[config.mk]
export PLATFORM = sky130hd
export DESIGN_NAME = axi_wr_arbiter
export DESIGN_NICKNAME = d
export VERILOG_FILES = /design/src/rtl/axi_wr_arbiter.sv
export SDC_FILE = /design/constraint.sdc
export NUM_CORES = 1
export LEC_CHECK = 0
export CAP_MARGIN = 10
export CORE_AREA = 2 2 293 295
export DETAILED_ROUTE_END_ITERATION = 16
export DIE_AREA = 0 0 295 297
export PLACE_DENSITY = 0.3
export SETUP_SLACK_MARGIN = 0.05
export SLEW_MARGIN = 30
export SYNTH_ARGS = -nofsm -noshare
export SYNTH_HDL_FRONTEND = slang
export SYNTH_SLANG_ARGS = --single-unit
[constraint.sdc]
create_clock -name clk -period 5.5 [get_ports clk]
set_clock_uncertainty 0.1 [all_clocks]
set_input_delay 0.55 -clock clk [delete_from_list [all_inputs] [get_ports clk]]
set_output_delay 0.55 -clock clk [all_outputs]
set_load 0.01 [all_outputs]
[src/rtl/axi_wr_arbiter.sv]
// N-to-1 AXI write-path arbiter: round-robin AW grant into a registered slice,
// W bursts steered in AW-grant order by a small order FIFO, B routed by ID prefix.
//
// state | meaning (AW slice, encoded by m_aw_valid)
// EMPTY | m_aw_valid=0, slice free, may load a grant every cycle
// HOLD  | m_aw_valid=1, waiting for m_aw_ready; id/payload frozen
module axi_wr_arbiter #(
    parameter int N_REQ        = 4,
    parameter int ID_W         = 4,
    parameter int AWP_W        = 64,
    parameter int WD_W         = 73,
    parameter int BP_W         = 3,
    parameter int W_FIFO_DEPTH = 4
) (
    input  logic                               clk,
    input  logic                               rst_n,
    input  logic [N_REQ-1:0]                   s_aw_valid,
    output logic [N_REQ-1:0]                   s_aw_ready,
    input  logic [N_REQ*ID_W-1:0]              s_aw_id,
    input  logic [N_REQ*AWP_W-1:0]             s_aw_payload,
    input  logic [N_REQ-1:0]                   s_w_valid,
    output logic [N_REQ-1:0]                   s_w_ready,
    input  logic [N_REQ*WD_W-1:0]              s_w_payload,
    input  logic [N_REQ-1:0]                   s_w_last,
    output logic [N_REQ-1:0]                   s_b_valid,
    input  logic [N_REQ-1:0]                   s_b_ready,
    output logic [ID_W-1:0]                    s_b_id,
    output logic [BP_W-1:0]                    s_b_payload,
    output logic                               m_aw_valid,
    input  logic                               m_aw_ready,
    output logic [ID_W+$clog2(N_REQ)-1:0]      m_aw_id,
    output logic [AWP_W-1:0]                   m_aw_payload,
    output logic                               m_w_valid,
    input  logic                               m_w_ready,
    output logic [WD_W-1:0]                    m_w_payload,
    output logic                               m_w_last,
    input  logic                               m_b_valid,
    output logic                               m_b_ready,
    input  logic [ID_W+$clog2(N_REQ)-1:0]      m_b_id,
    input  logic [BP_W-1:0]                    m_b_payload
);
    localparam int IDX_W = $clog2(N_REQ);
    localparam int FP_W  = $clog2(W_FIFO_DEPTH);

    logic [IDX_W-1:0] rr_ptr;
    logic             gnt_found;
    logic [IDX_W-1:0] gnt_idx;
    logic [ID_W-1:0]  gnt_id;
    logic [AWP_W-1:0] gnt_payload;
    logic             load_en;
    logic             aw_take;

    logic [IDX_W-1:0] fifo_mem [W_FIFO_DEPTH];
    logic [FP_W-1:0]  wr_ptr;
    logic [FP_W-1:0]  rd_ptr;
    logic [FP_W:0]    fifo_cnt;
    logic             fifo_full;
    logic             fifo_empty;
    logic [IDX_W-1:0] head;
    logic             w_pop;
    logic [IDX_W-1:0] b_idx;

    // Two passes give the wrapped search: requesters at/above the pointer first, then the rest.
    always_comb begin
        gnt_found = 1'b0;
        gnt_idx   = '0;
        for (int i = 0; i < N_REQ; i++) begin
            if (!gnt_found && s_aw_valid[i] && (IDX_W'(i) >= rr_ptr)) begin
                gnt_found = 1'b1;
                gnt_idx   = IDX_W'(i);
            end
        end
        for (int i = 0; i < N_REQ; i++) begin
            if (!gnt_found && s_aw_valid[i]) begin
                gnt_found = 1'b1;
                gnt_idx   = IDX_W'(i);
            end
        end
    end

    always_comb begin
        gnt_id      = '0;
        gnt_payload = '0;
        for (int i = 0; i < N_REQ; i++) begin
            if (IDX_W'(i) == gnt_idx) begin
                gnt_id      = s_aw_id[i*ID_W +: ID_W];
                gnt_payload = s_aw_payload[i*AWP_W +: AWP_W];
            end
        end
    end

    assign fifo_full  = (fifo_cnt == (FP_W+1)'(W_FIFO_DEPTH));
    assign fifo_empty = (fifo_cnt == '0);
    assign load_en    = (!m_aw_valid || m_aw_ready) && !fifo_full;
    assign aw_take    = load_en && gnt_found;

    always_comb begin
        s_aw_ready = '0;
        if (rst_n && aw_take)
            s_aw_ready[gnt_idx] = 1'b1;
    end

    always_ff @(posedge clk or negedge rst_n) begin
        if (!rst_n) begin
            m_aw_valid   <= 1'b0;
            m_aw_id      <= '0;
            m_aw_payload <= '0;
            rr_ptr       <= '0;
        end else if (load_en) begin
            if (gnt_found) begin
                m_aw_valid   <= 1'b1;
                m_aw_id      <= {gnt_idx, gnt_id};
                m_aw_payload <= gnt_payload;
                rr_ptr       <= (gnt_idx == IDX_W'(N_REQ-1)) ? '0 : gnt_idx + IDX_W'(1);
            end else begin
                m_aw_valid <= 1'b0;
            end
        end
    end

    // Order FIFO storage needs no reset; the count alone defines validity.
    always_ff @(posedge clk) begin
        if (aw_take)
            fifo_mem[wr_ptr] <= gnt_idx;
    end

    always_ff @(posedge clk or negedge rst_n) begin
        if (!rst_n) begin
            wr_ptr   <= '0;
            rd_ptr   <= '0;
            fifo_cnt <= '0;
        end else begin
            if (aw_take)
                wr_ptr <= wr_ptr + FP_W'(1);
            if (w_pop)
                rd_ptr <= rd_ptr + FP_W'(1);
            case ({aw_take, w_pop})
                2'b10:   fifo_cnt <= fifo_cnt + (FP_W+1)'(1);
                2'b01:   fifo_cnt <= fifo_cnt - (FP_W+1)'(1);
                default: fifo_cnt <= fifo_cnt;
            endcase
        end
    end

    assign head = fifo_mem[rd_ptr];

    always_comb begin
        m_w_valid   = 1'b0;
        m_w_payload = '0;
        m_w_last    = 1'b0;
        s_w_ready   = '0;
        if (rst_n && !fifo_empty) begin
            for (int i = 0; i < N_REQ; i++) begin
                if (IDX_W'(i) == head) begin
                    m_w_valid    = s_w_valid[i];
                    m_w_payload  = s_w_payload[i*WD_W +: WD_W];
                    m_w_last     = s_w_last[i];
                    s_w_ready[i] = m_w_ready;
                end
            end
        end
    end

    assign w_pop = m_w_valid && m_w_ready && m_w_last;

    // Responses whose prefix names no requester are sunk so the slave never stalls.
    assign b_idx = m_b_id[ID_W +: IDX_W];

    always_comb begin
        s_b_valid = '0;
        m_b_ready = rst_n;
        for (int i = 0; i < N_REQ; i++) begin
            if (IDX_W'(i) == b_idx) begin
                s_b_valid[i] = rst_n && m_b_valid;
                m_b_ready    = rst_n && s_b_ready[i];
            end
        end
    end

    assign s_b_id      = m_b_id[ID_W-1:0];
    assign s_b_payload = m_b_payload;

endmodule

==> results.md <==
- Status: complete, no violations
- Synth top area share: 24.3%
- Fin crit period: 4.17 ns
- Setup violations, final: 0
- I/O Pins: 760
- Total track usage: 15.2%
- CP Depth: 6
- DIE HEIGHT: 297 um
- Initial DRC count: 405
- Synthesized flop and latch total: 88
- WP data arrival: 3.52 ns
- RSZ-0062 raised after global routing: false
- Crit. End Element: primary output
- Top delay family on crit path: multiplexers
- R2R cell count: 11
- Vias per inst: 3.71
- Total negative slack: 0 ns
- Cell area after synthesis: 8230 sq um
- Rows: 107
- Slew @ Worst Pin: 0.915 ns
- Register area share after synthesis: 27.2%
- Post-synth top cells: 139 x a21oi_1, 139 x nand2_1, 80 x and2_1, 80 x dfrtp_1, 76 x mux4_2
- DRT antenna net count: 0
- Peak VDD IR: 0.280 mV
- Final instance area: 17200 sq um
- Fin. Hold Viols: 0
- GR Overflow Total: 0
- Critical path required time: 4.85 ns
- Vias in the first global route: 10900
- Synth async-reset ratio: 90.9%
- Slowest-stage cell, CP: mux4_4
- Max Clock Freq: 240 MHz
- Top layer in use: met5
- Max Cap Viol: 0
- Clock share of power: 9.3%
- Post-synth EDFFs: 8
- Cells after Synth: 898
- Hold Path Class: flop to flop
- YS warnings: 0
- Top cells by area, synth: dfrtp_1 24%, mux4_2 21%, a21oi_1 8.5%, nand2_1 6.3%, and2_1 6.1%
- Crit share post-route: 75.7%
- Drt pass-1 iters: 4
- Largest net degree at the start of global routing: 94
- Area Overhead vs Synth: 110%
- Die X: 295 um
- Post-CTS Setup Bufs: 0
- Layout cell share with drive strength beyond 1: 7.62%
- GPL Wtd Cong: 0.844
- CP startpoint kind: flop
- Switching share of power: 43.1%
- Crit path buffers/inverters: 3
- Syn Nets: 1502
- Hold Path Cell Cnt: 1
- Part of the power in registers: 15.8%
- Synth area leader: dfrtp_1
- Final wirelength: 68.8 mm
- Switching power: 3290 uW
- CTS tree: yes
- CTS buffer count: 9
- Crit Path Category: flop to primary output
- Average cell area after synthesis: 9.17 sq um
- Combinational power share: 74.8%
- Initial Utilization: 9.74%
- CP max FO: 29
- First-pass GRT wire length: 91.3 mm
- Die footprint: 87600 sq um
- Core area: 84500 sq um
- Wirelength per Cell: 25.1 um
- Clock slew at reported path FFs: 0.07 ns
- Top_reg_cell synth: dfrtp_1
- # nets final: 2174
- Share of the core filled with cells: 20.4%
- Leak: 0.00582 uW
- Post-DP HPWL: 58.9 mm
- WHS: 0.389 ns
- Dpl cell area: 16900 sq um
- Clock latency on the worst-skew pair: 0.38 ns
- Clock sinks: 88
- Cell chain of the critical path: mux4_4, buf_16, buf_4, mux4_2, and2_1, clkdlybuf4s50_1
- Max Buffers Root-to-Sink: 2
- CP max stage delay: 0.92 ns
- Slew Limit Fails: 0
- Initial antenna violation count: 61
- Met1 WL: 22.2 mm
- Cell Pwr Density: 443 nW/um^2
- Pint: 4340 uW
- H-tree levels: 3
- Post-route DRC: 0
- CTS Root Cell: clkbuf_16
- Unique masters post-synth: 39
- Met2 Wirelength: 37.4 mm
- Vias: 10200
- Met3 WL: 6.10 mm
- Port bufs: 745
- Rel. slew slack: 39.0%
- Tot Pwr: 7640 uW
==> power groups by stage <==
stage | registers (uW) | clock network [uW] | logic [uW]
finish | 1210 | 712 | 5720
global route | 1260 | 776 | 6260
global placement | 1230 | 0 | 5840
floorplan | 1310 | 0 | 3140
detailed placement | 1230 | 0 | 5880
CTS | 1220 | 759 | 5890
==> layout by cell type (no fill, tap or decap), drive strengths merged, types with 2 or more instances in the layout <==
cell / instances
o211ai: 66
o21a: 66
ha: 9
and3: 7
diode: 23
mux2: 3
a221oi: 2
mux4: 76
and2: 80
nand2: 139
clkbuf: 11
o21ai: 3
xnor2: 3
nor3: 4
buf: 18
nand3b: 66
o22ai: 3
nor2b: 4
dfrtp: 80
edfxtp: 8
nor2: 5
inv: 15
mux2i: 6
clkdlybuf4s50: 744
nor3b: 3
xor2: 3
a21oi: 139
==> layout make-up <==
| cell class | count | area [sq um] |
|---|---|---|
| sequential | 88 | 2240 |
| fill | 9321 | 67200 |
| clock inverter | 5 | 62.6 |
| multi-input combinational | 695 | 5510 |
| antenna | 23 | 57.6 |
| tap | 1144 | 1430 |
| clock buffer | 11 | 254 |
| inverter | 13 | 48.8 |
| timing repair buffer | 763 | 7640 |
==> repair_timing <==
action / 4_1_cts / 5_1_grt
hold buffers: 1 / 0
hold endpoints to repair: 14 / 0
resized for setup: 0 / 0
==> kinds of logic after synthesis <==
| group | synth area share (%) |
|---|---|
| buffers and inverters | 6.63 |
| XOR/XNOR | 0.639 |
| adder cells (fa/ha/maj) | 1.61 |
| flip-flops | 27.2 |
| AND/OR/NAND/NOR | 20.3 |
| AO/OA/AOI/OAI | 21.6 |
| multiplexers | 22.0 |
==> registers in the layout (all words and copies together) (netlist names) <==
name and cells:
m_aw_valid 1, m_aw_id 6, fifo_mem 8, rr_ptr 2
fifo_cnt 3, wr_ptr 2, rd_ptr 2, m_aw_payload 64
==> worst paths after layout <==
path	from	to	slack [ns]
min reg2reg	m_aw_payload[50]	m_aw_payload[50]	0.39
max reg2reg	rd_ptr[0]	fifo_cnt[2]	1.91
max	rd_ptr[0]	m_w_payload[10]	1.33
max in group asynchronous	rst_n	m_aw_payload[31]	3.94
min	m_aw_payload[50]	m_aw_payload[50]	0.39
min in group asynchronous	rst_n	wr_ptr[1]	0.54
==> stage by stage <==
stage               cells  setup WS, ns
finish               2742          1.33
global route         2737          1.10
global placement     2701          1.32
detailed placement   2702          1.31
floorplan             898          2.41
CTS                  2719          1.22
==> per-layer routing <==
layer	global-route usage (%)	up-vias
met1	13.9	4822
met3	5.78	130
met4	7.84	34
li1	-	4673
met2	28.7	503
met5	0	-
No activity file was read; power rests on OpenSTA's default activity.
==> patch, RTL diff (same settings) <==
Reset style: synchronous (`rst_n`), changed in 2 clocked blocks.
--- a/src/rtl/axi_wr_arbiter.sv
+++ b/src/rtl/axi_wr_arbiter.sv
@@ -102,3 +102,3 @@
 
-    always_ff @(posedge clk or negedge rst_n) begin
+    always_ff @(posedge clk) begin
         if (!rst_n) begin
@@ -126,3 +126,3 @@
 
-    always_ff @(posedge clk or negedge rst_n) begin
+    always_ff @(posedge clk) begin
         if (!rst_n) begin
Function: changed (Yosys sat finds a counterexample within 4 cycles, from zero or initial values and one cycle with rst_n low; the reset may be asserted at any time).
==> patch against the unedited design <==
Routed wire length grew 1.1%; global-route usage grew 0.11 points; total power shrank 42%; cell count grew 0.33%; setup slack gained 0.044 ns; die area is the same; synthesized area shrank 0.41%; sequential cell count grew 2; final area shrank 0.74%; largest cell class unchanged.
==> patch: results (changes against the unedited design) <==
[drt]
route.met2.wl_microns=38900  ; +3.9%
viasPerCell=3.79  ; +2.3%
drtPass1Iterations=5  ; +1
drt_iter0_drc=476  ; +18%
m1WireLength_microns=21800  ; -1.6%
routed_wl_microns=69600  ; +1.1%

[cells_and_area]
nClkBuffers=9  ; -2
buffer_area_share_pct=44.5  ; +0.22 points
n_all_inverters=11  ; -2
final_cells=2751  ; +0.33%
multi_input_area_share_pct=34.0  ; +2.1 points
multi_input_area_sq_um=5820  ; +5.7%
final_layout_size_suffix_gt1_share_pct=7.34  ; -0.27 points
nFillCells=9359  ; +0.41%
nets=2192  ; +0.83%
multi_input_cells=717  ; +3.2%
clk_share_pct=1.67  ; -0.17 points
antenna_cells=14  ; -39%
buffers=759  ; -0.52%

[synthesis]
ys_top_cells_by_count=148 x nand2_1, 135 x a21oi_1, 84 x clkbuf_1
ys_seq_area_share_pct=23.0  ; -4.3 points
synth_top_flop_cell=dfxtp_1
synth_area_per_cell_sq_um=8.81  ; -3.8%
synthCells=930  ; +3.6%
syn_nets=1534  ; +2.1%
ys_async_sr_fraction_pct=0  ; -91 points
ys_ff_latch=90  ; +2.3%
synth.distinct_cells=46  ; +18%
synth_area_leaders=mux4_2 21%, dfxtp_1 20%, o211a_1 8.3%

[global_route]
grtUsageTotal_pct=15.3  ; +0.11 points
first_global_vias=10981  ; +0.95%
grt_pass1_wl_microns=91600  ; +0.34%
grt_max_degree=138  ; +47%
use_met1_pct=13.3  ; -0.54 points
gr-usage-met2_pct=30.2  ; +1.5 points
use_met3_pct=6.06  ; +0.28 points

[setup_path]
crit_arrival_ns=3.47  ; -0.05 ns
worst_r2r_path_depth=10  ; -1
worstSetupStartpointType=flip-flop
cp-endpoint=m_w_payload[68]
timing.rr.end=fifo_cnt[2]$_SDFFE_PN0P_

[run_status]
status=complete, no violations

[pwr]
vdd.ir_drop.worst_v=0.000181  ; -35%
leakage_nw=6.08  ; +4.5%

[timing]
worst_slack_ns=1.38  ; +0.0443 ns
relSlewSlack_pct=41.3  ; +2.3 points

[place]
place_hpwl_microns=58100  ; -1.3%
pre_cts_ws_ns=1.54  ; +0.226 ns
place_congestion=0.837  ; -0.88%
dpl.cell_count=2721  ; +0.70%
placed_cell_area_sq_um=16800  ; -0.36%

[clock_tree]
cts_resized=0  ; unchanged
clk_latency_ns=0.40  ; +0.02 ns

==> patch: changes by cell type after synthesis, sizes merged, moves of 3 or more <==
cell,unedited run,this run
nand2,139,148
o22ai,3,0
a21boi,0,7
dfxtp,0,82
o211a,0,68
and3,7,4
nor2,5,9
a21oi,139,135
clkbuf,75,84
dfrtp,80,0
o21a,66,2
==> patch: where the power goes <==
group | leakage [nW] | switching [W] | internal (W)
registers | 0.754 | 0.0000836 | 0.000801
logic | 5.19 | 0.00132 | 0.00155
clock network | 0.138 | 0.000354 | 0.000316
total | 6.08 | 0.00176 | 0.00267
==> patch: worst min path at each step <==
| stage | from | to | slack [ns] | cells after the start |
|---|---|---|---|---|
| 2_1_floorplan | rd_ptr[1]$_SDFFE_PN0P_ | flip-flop | 0.33 | 1 |
| 3_3_place_gp | rd_ptr[1]$_SDFFE_PN0P_ | rd_ptr[1]$_SDFFE_PN0P_ | 0.34 | 1 |
| 3_5_place_dp | rd_ptr[1]$_SDFFE_PN0P_ | rd_ptr[1]$_SDFFE_PN0P_ | 0.35 | 1 |
| 4_1_cts | rst_n | rr_ptr[0]$_SDFFE_PN0P_ | 0.34 | 2 |
| 5_1_grt | rst_n | m_aw_valid$_SDFFE_PN0P_ | 0.35 | 2 |
| 6_report | rd_ptr[1]$_SDFFE_PN0P_ | flip-flop | 0.35 | 1 |
==> patch: cell families after synthesis <==
| group | share of synthesized area, % |
|---|---|
| and+or+nand+nor | 21.4 |
| AOI/OAI and AO/OA | 24.9 |
| buffers and inverters | 6.82 |
| DFF | 23.0 |
| muxes | 22.0 |
| adders and majority gates | 1.62 |
| xor gates and xnor gates | 0.321 |
==> patch: critical path, stage by stage (launching register included) <==
cell	delay [ns]
dfxtp_1	0.42
mux4_4	1.02
buf_12	0.34
mux4_2	0.49
and2_1	0.19
clkdlybuf4s50_1	0.53
